**src/rtl/normalize_round.sv**
```systemverilog
// Normalizes a two's-complement aligned partial-product sum back to a 4-bit
// sign/leading-one/fraction value plus exponent, with round-to-nearest-even.
module normalize_round #(
  parameter int unsigned SUM_W  = 18,
  parameter int unsigned EXP_W  = 6,
  parameter int unsigned PT_POS = 13
) (
  input  logic             i_clk,
  input  logic             i_rst_n,
  input  logic [SUM_W-1:0] i_sum,
  input  logic [EXP_W-1:0] i_max_exp,
  input  logic             i_valid,
  input  logic [4:0]       i_Q_frac,
  output logic [3:0]       o_norm_pp,
  output logic [EXP_W-1:0] o_exp,
  output logic             o_zero,
  output logic             o_ovf,
  output logic             o_unf,
  output logic             o_valid,
  output logic [4:0]       o_Q_frac
);

  localparam int unsigned PW = $clog2(SUM_W);
  // Signed working width for the exponent so underflow shows up as a negative value.
  localparam int unsigned EW = EXP_W + 3;
  localparam logic [EW-1:0] ExpMax = EW'((1 << EXP_W) - 1);

  logic             sign_q;
  logic [SUM_W-1:0] mag_q;
  logic [SUM_W-1:0] mag_d;
  logic [EXP_W-1:0] max_exp_q;
  logic             valid_q;
  logic [4:0]       q_frac_q;

  assign mag_d = i_sum[SUM_W-1] ? (~i_sum + SUM_W'(1)) : i_sum;

  always_ff @(posedge i_clk) begin
    if (!i_rst_n) begin
      sign_q    <= 1'b0;
      mag_q     <= '0;
      max_exp_q <= '0;
      valid_q   <= 1'b0;
      q_frac_q  <= '0;
    end else begin
      sign_q    <= i_sum[SUM_W-1];
      mag_q     <= mag_d;
      max_exp_q <= i_max_exp;
      valid_q   <= i_valid;
      q_frac_q  <= i_Q_frac;
    end
  end

  logic [PW-1:0]    lead_pos;
  logic [PW-1:0]    shamt;
  logic [SUM_W-1:0] norm;
  logic [2:0]       mant;
  logic [2:0]       mant_rnd;
  logic             guard;
  logic             sticky;
  logic             rnd_up;
  logic             carry;
  logic [EW-1:0]    exp_s;

  always_comb begin
    lead_pos = '0;
    for (int i = 0; i < SUM_W; i++) begin
      if (mag_q[i]) lead_pos = PW'(i);
    end
    // Left-justify so the leading one lands at the top; bits below index 0 read as zero.
    shamt    = PW'(SUM_W - 1) - lead_pos;
    norm     = mag_q << shamt;
    mant     = norm[SUM_W-1 -: 3];
    guard    = norm[SUM_W-4];
    sticky   = |norm[SUM_W-5:0];
    rnd_up   = guard & (sticky | mant[0]);
    carry    = rnd_up & (&mant);
    mant_rnd = carry ? 3'b100 : (mant + 3'(rnd_up));
    exp_s    = EW'(max_exp_q) + EW'(lead_pos) - EW'(PT_POS) + EW'(carry);
  end

  always_ff @(posedge i_clk) begin
    if (!i_rst_n) begin
      o_norm_pp <= '0;
      o_exp     <= '0;
      o_zero    <= 1'b0;
      o_ovf     <= 1'b0;
      o_unf     <= 1'b0;
      o_valid   <= 1'b0;
      o_Q_frac  <= '0;
    end else begin
      o_valid  <= valid_q;
      o_Q_frac <= q_frac_q;
      o_zero   <= 1'b0;
      o_ovf    <= 1'b0;
      o_unf    <= 1'b0;
      if (mag_q == '0) begin
        o_zero    <= 1'b1;
        o_norm_pp <= '0;
        o_exp     <= '0;
      end else if (exp_s[EW-1]) begin
        o_unf     <= 1'b1;
        o_norm_pp <= '0;
        o_exp     <= '0;
      end else if (exp_s > ExpMax) begin
        o_ovf     <= 1'b1;
        o_norm_pp <= {sign_q, 3'b111};
        o_exp     <= '1;
      end else begin
        o_norm_pp <= {sign_q, mant_rnd};
        o_exp     <= exp_s[EXP_W-1:0];
      end
    end
  end

endmodule

```
**config.mk**
```make
export PLATFORM = sky130hd
export DESIGN_NAME = normalize_round
export DESIGN_NICKNAME = d
export VERILOG_FILES = /design/src/rtl/normalize_round.sv
export SDC_FILE = /design/constraint.sdc
export NUM_CORES = 1
export LEC_CHECK = 0
export CORE_UTILIZATION = 25
export DETAILED_ROUTE_END_ITERATION = 12
export GPL_ROUTABILITY_DRIVEN = 0
export HOLD_SLACK_MARGIN = 0.03
export MAX_ROUTING_LAYER = met4
export PLACE_DENSITY = 0.48
export SLEW_MARGIN = 20
export SYNTH_ARGS = -nofsm -noshare
export SYNTH_HDL_FRONTEND = slang
export SYNTH_SLANG_ARGS = --single-unit
```
**constraint.sdc**
```tcl
create_clock -name i_clk -period 5.8 [get_ports i_clk]
set_clock_uncertainty 0.1 [all_clocks]
set_input_delay 1.45 -clock i_clk [delete_from_list [all_inputs] [get_ports i_clk]]
set_output_delay 1.45 -clock i_clk [all_outputs]
set_load 0.02 [all_outputs]
```
[After elaboration in Yosys (flattened, before gate mapping)]
Index checks and enable logic that the tools add are counted.
Storage, ports and cells
  bits in registers: 50
  input bits: 32
  logic and storage cells: 56
Cells by class
  add/subtract/negate cells: 6
  $lt $le $gt $ge: 1
  shift operators: 1
  muxes and demuxes: 24
  bitwise gates (word level): 5
  reductions and logical operators: 6
Operators by type and width (count)
  2-to-1 mux 5 bit: 16
  adder 18 x 1 -> 18 bit (second input constant): 1
  zero test 18 bit: 1
  NOT 18 bit: 1
  << shifter 18 x 5 -> 18 bit: 1
  2-to-1 mux 17 bit: 1
  OR reduction 14 bit: 1
  adder 8 x 2 -> 9 bit: 1
  greater-than comparator 9 x 6 -> 1 bit (second input constant): 1
  subtractor 7 x 4 -> 8 bit (second input constant): 1
  adder 6 x 5 -> 7 bit: 1
  2-to-1 mux 3 bit: 2
  2-to-1 mux 6 bit: 1
  subtractor 5 bit (first input constant): 1
  2-to-1 mux 1 bit: 4
  adder 3 x 1 -> 3 bit: 1
  AND reduction 3 bit: 1
  OR reduction 3 bit: 1
  AND 1 bit: 2
  AND reduction 2 bit: 1
  OR reduction 2 bit: 1
  NOT 1 bit: 1
  bitwise OR 1 bit: 1

[Logic depth before layout (Yosys ltp)]
  depth after elaboration: 26
  mapped depth: 24
  mapped depth without buffers: 22

[Worst setup path after synthesis]
Ideal clock, no wire load.
  kind: flip-flop to flip-flop
  start: register mag_q[17]
  end: register o_norm_pp[2]
  setup time: 0.070 ns
  arrival time: 4.413 ns
  path slack: 1.218 ns
  cell stages (with the launch flop): 25
  path buffers: 5
  clock period less this slack: 4.582 ns
  path through: dfxtp_1 -> buf_4 -> or2_1 -> a2111oi_0 -> a21o_2 -> inv_2 -> buf_2 -> ha_1 -> clkbuf_1 -> clkbuf_1 -> nand2_1 -> o22ai_1 -> a2bb2oi_1 -> nand3_2 -> nor2_1 -> ha_1 -> ha_1 -> nand2_1 -> nor2_1 -> nand3_1 -> and3_1 -> nor3_1 -> clkbuf_1 -> nor3_1 -> a21oi_1
On the way
  longest elaborated chain between the ends: 10
  elaborated cells on any way between the ends: 17
RTL lines
  start, declared: RTL line 29  | logic [SUM_W-1:0] mag_q;
  start signal, assigned: RTL line 46  | mag_q <= mag_d;
  2-to-1 mux 5 bit: RTL line 67  | if (mag_q[i]) lead_pos = PW'(i);
  subtractor 5 bit: RTL line 70  | shamt = PW'(SUM_W - 1) - lead_pos;
  << shifter 18 x 5 -> 18 bit: RTL line 71  | norm = mag_q << shamt;
  OR reduction 14 bit: RTL line 74  | sticky = |norm[SUM_W-5:0];
  bitwise OR 1 bit: RTL line 75  | rnd_up = guard & (sticky | mant[0]);
  AND 1 bit: RTL line 75
  AND 1 bit: RTL line 76  | carry = rnd_up & (&mant);
  adder 8 x 2 -> 9 bit: RTL line 78  | exp_s = EW'(max_exp_q) + EW'(lead_pos) - EW'(PT_POS) + EW'(carry);
  greater-than comparator 9 x 6 -> 1 bit: RTL line 104  | end else if (exp_s > ExpMax) begin
  2-to-1 mux 3 bit: RTL line 104
  end signal, assigned: RTL line 106  | o_norm_pp <= {sign_q, 3'b111};
  end signal, assigned: RTL line 109  | o_norm_pp <= {sign_q, mant_rnd};
  end, declared: RTL line 14  | output logic [3:0] o_norm_pp,
Parallel ways exist; a longest one is shown, timed or not.
A chain may end at the register's enable or synchronous reset.

[Final worst setup path]
  start: register mag_q[17]
  end: register o_norm_pp[1]
Same word-level chain as after synthesis.

==> implementation parameters <==
Parameter                              Value

Route
  Initial DRT Pass Iterations ... 4
  Vias per std cell ... 4.76
  Count of vias placed by the detailed router ... 2,700
  Residual DRC ... 0
  Initial detailed-routing violation count ... 122
  WL final ... 7160 um
  Mean routed wirelength per cell ... 12.6 um
  Remaining antenna violation count after routing ... 0

Status
  Status ... finished, final reports clean

Floorplanning
  Die ar. ... 12,800 sq um
  # rows ... 40
  Floorplan die height ... 113 um
  Core area ... 12,000 sq um
  Top Ports ... 51
  Width of the die ... 113 um
  Effective utilization at floorplan ... 0.257

Timing
  Max-slew headroom at the worst pin ... 0.584
  Min cycle time layout ... 5110 ps
  Post-Route Setup TNS ... 0 ps
  Share of the cycle needed by the critical path after routing ... 0.881
  Setup repair after global routing missed its margin ... false
  Count of pins over their slew limit ... 0
  Endpoints failing setup ... 0
  Endpoints failing hold ... 0
  Transition time at the pin with the least slew margin ... 622 ps
  Maximum operating frequency ... 196 MHz

Clock network
  Buffers inserted by post-CTS timing repair ... 0
  Clock tree from TritonCTS ... yes
  Worst-skew pair later-pin latency ... 290 ps
  Level count of the clock H-tree ... 2
  Hold bufs inserted after CTS ... 0
  Quantity of gates resized following cts ... 0
  Reg clk slew, reported paths ... 70 ps
  Number of buffers added by the clock tree synthesis step ... 5
  Sink count of the clock tree ... 50
  Maximum clock insertion buffer count ... 2
  Clock root buffer master ... sky130_fd_sc_hd__clkbuf_16

Worst setup path
  Cell chain of the critical path ... or2_1, a2111oi_0, a21o_2, inv_2, ha_1, nand2_1, o22ai_1, a2bb2oi_1, nand3_2, nor2_1, ha_1, ha_1, nand2_1, nor2_1, nand3_1, nor2_1, nor2_1, nor2_1, o21a_1, o31a_1
  Nature of the critical path endpoint ... register
  Slowest cell on the critical path ... sky130_fd_sc_hd__ha_1
  CP Class ... reg2reg
  Endpoint required time on the critical path ... 5940 ps
  Worst-path fanout max ... 18
  CP Launch Type ... register
  Delay contributed by the slowest stage of the critical path ... 640 ps
  Crit-path most repeated cell ... sky130_fd_sc_hd__nor2_1
  Arrival time worst endpoint ... 5250 ps

Finish
  Layout overhead on the synthesized area ... 26.5%
  Number of standard cells in the final layout excluding fillers ... 567
  Core occupancy in the finished layout ... 0.326
  NumNets Final ... 469
  Proportion of layout cells with a drive suffix above 1 ... 0.0571
  Ant. Diodes ... 0

Yosys
  Synthesized netlist net count ... 423
  Post-synthesis average cell area ... 8.29 sq um
  Syn. warnings ... 0
  Synth Cell Area ... 3090 sq um
  Number of distinct standard cells referenced by the synthesized netlist ... 61
  Synthesized netlist cell count ... 373
  Sequential element share of the synthesized area ... 0.324
  Fraction of registers with async set or reset after synthesis ... 0
  Main synth FF type ... sky130_fd_sc_hd__dfxtp_1
  Count of flip-flops with a built-in enable after synthesis ... 0
  Synth Register Bits ... 50

Pwr
  Power per cell area ... 316 nW/um^2
  Leakage power ... 0.00155 uW
  Highest ir drop seen on vdd ... 0.118 mV

GRT
  Number of global-route vias before repair ... 2,555
  Global-route wire length before repair ... 12,300 um
  Number of antenna violations at the first check in global routing ... 0
  Grt ovf ... 0
  Total routing usage reported by global routing ... 0.122
  Maximum number of pins on one net before global-route repair ... 39

Hold path
  Hold Crit Class ... reg2reg

Placement
  Cell count after placement ... 559
  Number of buffer cells added on primary ports ... 50
  Detail Placement HPWL ... 5530 um

Flow run
  Number of max-capacitance violations reported ... 0
[report_power, final]
| group | total [uW] | switching, uW | leakage [uW] | internal [uW] |
|---|---|---|---|---|
| sequential | 400 | 22.5 | 0.000415 | 378 |
| clock | 348 | 131 | 0.0000875 | 217 |
| combinational | 489 | 267 | 0.00104 | 223 |
| total | 1240 | 421 | 0.00155 | 817 |
[critical path: cells and delay by family (launching register included)]
kind            cells  cell delay (ps)
simple gates       10             1800
buf+inv             1              220
fa+ha+maj           3              990
compound gates      6             1560
flops               1              410
[placed cells by master (no fill, tap or decap), types with 2 or more instances in the layout]
cell type and count:
sky130_fd_sc_hd__a2111oi_0 2, sky130_fd_sc_hd__and2_1 37, sky130_fd_sc_hd__a22oi_1 2, sky130_fd_sc_hd__a21oi_1 18, sky130_fd_sc_hd__inv_1 26, sky130_fd_sc_hd__nor4_1 7, sky130_fd_sc_hd__a211o_1 2, sky130_fd_sc_hd__mux2i_1 6
sky130_fd_sc_hd__mux2_2 3, sky130_fd_sc_hd__o41ai_1 2, sky130_fd_sc_hd__buf_4 2, sky130_fd_sc_hd__o31a_1 3, sky130_fd_sc_hd__clkbuf_16 5, sky130_fd_sc_hd__clkdlybuf4s50_1 50, sky130_fd_sc_hd__nand3_1 9, sky130_fd_sc_hd__o211ai_1 6
sky130_fd_sc_hd__a2bb2oi_1 2, sky130_fd_sc_hd__nor3_1 7, sky130_fd_sc_hd__a211oi_1 2, sky130_fd_sc_hd__o221ai_1 2, sky130_fd_sc_hd__and3_1 3, sky130_fd_sc_hd__or3_1 2, sky130_fd_sc_hd__or2_1 2, sky130_fd_sc_hd__xnor2_1 20
sky130_fd_sc_hd__ha_1 17, sky130_fd_sc_hd__dfxtp_1 50, sky130_fd_sc_hd__nor2b_1 4, sky130_fd_sc_hd__nand2_1 33, sky130_fd_sc_hd__o21ai_0 11, sky130_fd_sc_hd__nor2_1 29, sky130_fd_sc_hd__xor2_1 5, sky130_fd_sc_hd__o31ai_1 6
sky130_fd_sc_hd__inv_2 2, sky130_fd_sc_hd__o22ai_1 3, sky130_fd_sc_hd__o21a_1 8, sky130_fd_sc_hd__nand2b_1 4
[cell families after synthesis]
group | synth area share
xor gates and xnor gates | 0.0708
adders and majority gates | 0.0753
AOI/OAI and AO/OA | 0.188
buffers and inverters | 0.0526
and+or+nand+nor | 0.247
muxes | 0.0425
DFF | 0.324
[synth_stat cells (3+ instances only)]
cell type	n	area share
sky130_fd_sc_hd__a21oi_1	18	0.029
sky130_fd_sc_hd__and2_1	37	0.075
sky130_fd_sc_hd__and3_1	3	0.0061
sky130_fd_sc_hd__buf_2	4	0.0065
sky130_fd_sc_hd__clkbuf_1	8	0.0097
sky130_fd_sc_hd__dfxtp_1	50	0.32
sky130_fd_sc_hd__ha_1	17	0.069
sky130_fd_sc_hd__inv_1	26	0.032
sky130_fd_sc_hd__mux2_2	3	0.011
sky130_fd_sc_hd__mux2i_1	6	0.019
sky130_fd_sc_hd__nand2_1	33	0.040
sky130_fd_sc_hd__nand2b_1	4	0.0081
sky130_fd_sc_hd__nand3_1	9	0.015
sky130_fd_sc_hd__nor2_1	29	0.035
sky130_fd_sc_hd__nor2b_1	4	0.0081
sky130_fd_sc_hd__nor3_1	7	0.011
sky130_fd_sc_hd__nor4_1	7	0.014
sky130_fd_sc_hd__o211ai_1	6	0.015
sky130_fd_sc_hd__o21a_1	8	0.019
sky130_fd_sc_hd__o21ai_0	11	0.018
sky130_fd_sc_hd__o22ai_1	3	0.0061
sky130_fd_sc_hd__o31a_1	3	0.0085
sky130_fd_sc_hd__o31ai_1	6	0.015
sky130_fd_sc_hd__xnor2_1	20	0.057
sky130_fd_sc_hd__xor2_1	5	0.014
[worst paths after layout]
path	start	endpoint	slack [ps]	cells past startpoint
worst max register to register	mag_q[17]	o_norm_pp[1]	690	20
worst min-delay path	q_frac_q[3]	o_Q_frac[3]	330	1
worst min register to register	q_frac_q[3]	o_Q_frac[3]	330	1
worst max-delay path	mag_q[17]	o_norm_pp[1]	690	20
[registers in the layout, indices dropped and copies added, names as in the netlist]
signal and count:
mag_q 18, max_exp_q 6, o_Q_frac 5, o_exp 6
o_norm_pp 4, o_ovf 1, o_unf 1, o_valid 1
o_zero 1, q_frac_q 5, sign_q 1, valid_q 1
[layout make-up]
class,count,area (sq um)
Clock buffer,6,139
Clock inverter,2,38.8
Fill cell,1293,8100
Inverter,28,105
Multi-Input combinational cell,282,1930
Sequential cell,50,1000
Tap cell,147,184
Timing Repair Buffer,52,515
[per-layer routing]
layer / track usage / part of all wire / wire [um] / vias to the layer above
met3: 0.0171 / 0.032 / 230 / 8
met2: 0.195 / 0.46 / 3330 / 56
met1: 0.157 / 0.49 / 3510 / 1240
li1: - / - / - / 1396
met4: 0.0430 / 0.013 / 94 / 0
met5: - / 0 / 0 / -
[per-stage QoR]
stage / hold slack (ps) / area (sq um) / worst slack [ps] / power, uW
after floorplan: 306 / 3090 / 1220 / 752
after global placement: 317 / 3730 / 803 / 898
after detailed placement: 318 / 3730 / 722 / 894
after CTS: 339 / 3910 / 690 / 1250
after global routing: 355 / 3910 / 135 / 1320
final: 334 / 3910 / 687 / 1240
No activity file was read; power rests on OpenSTA's default activity.
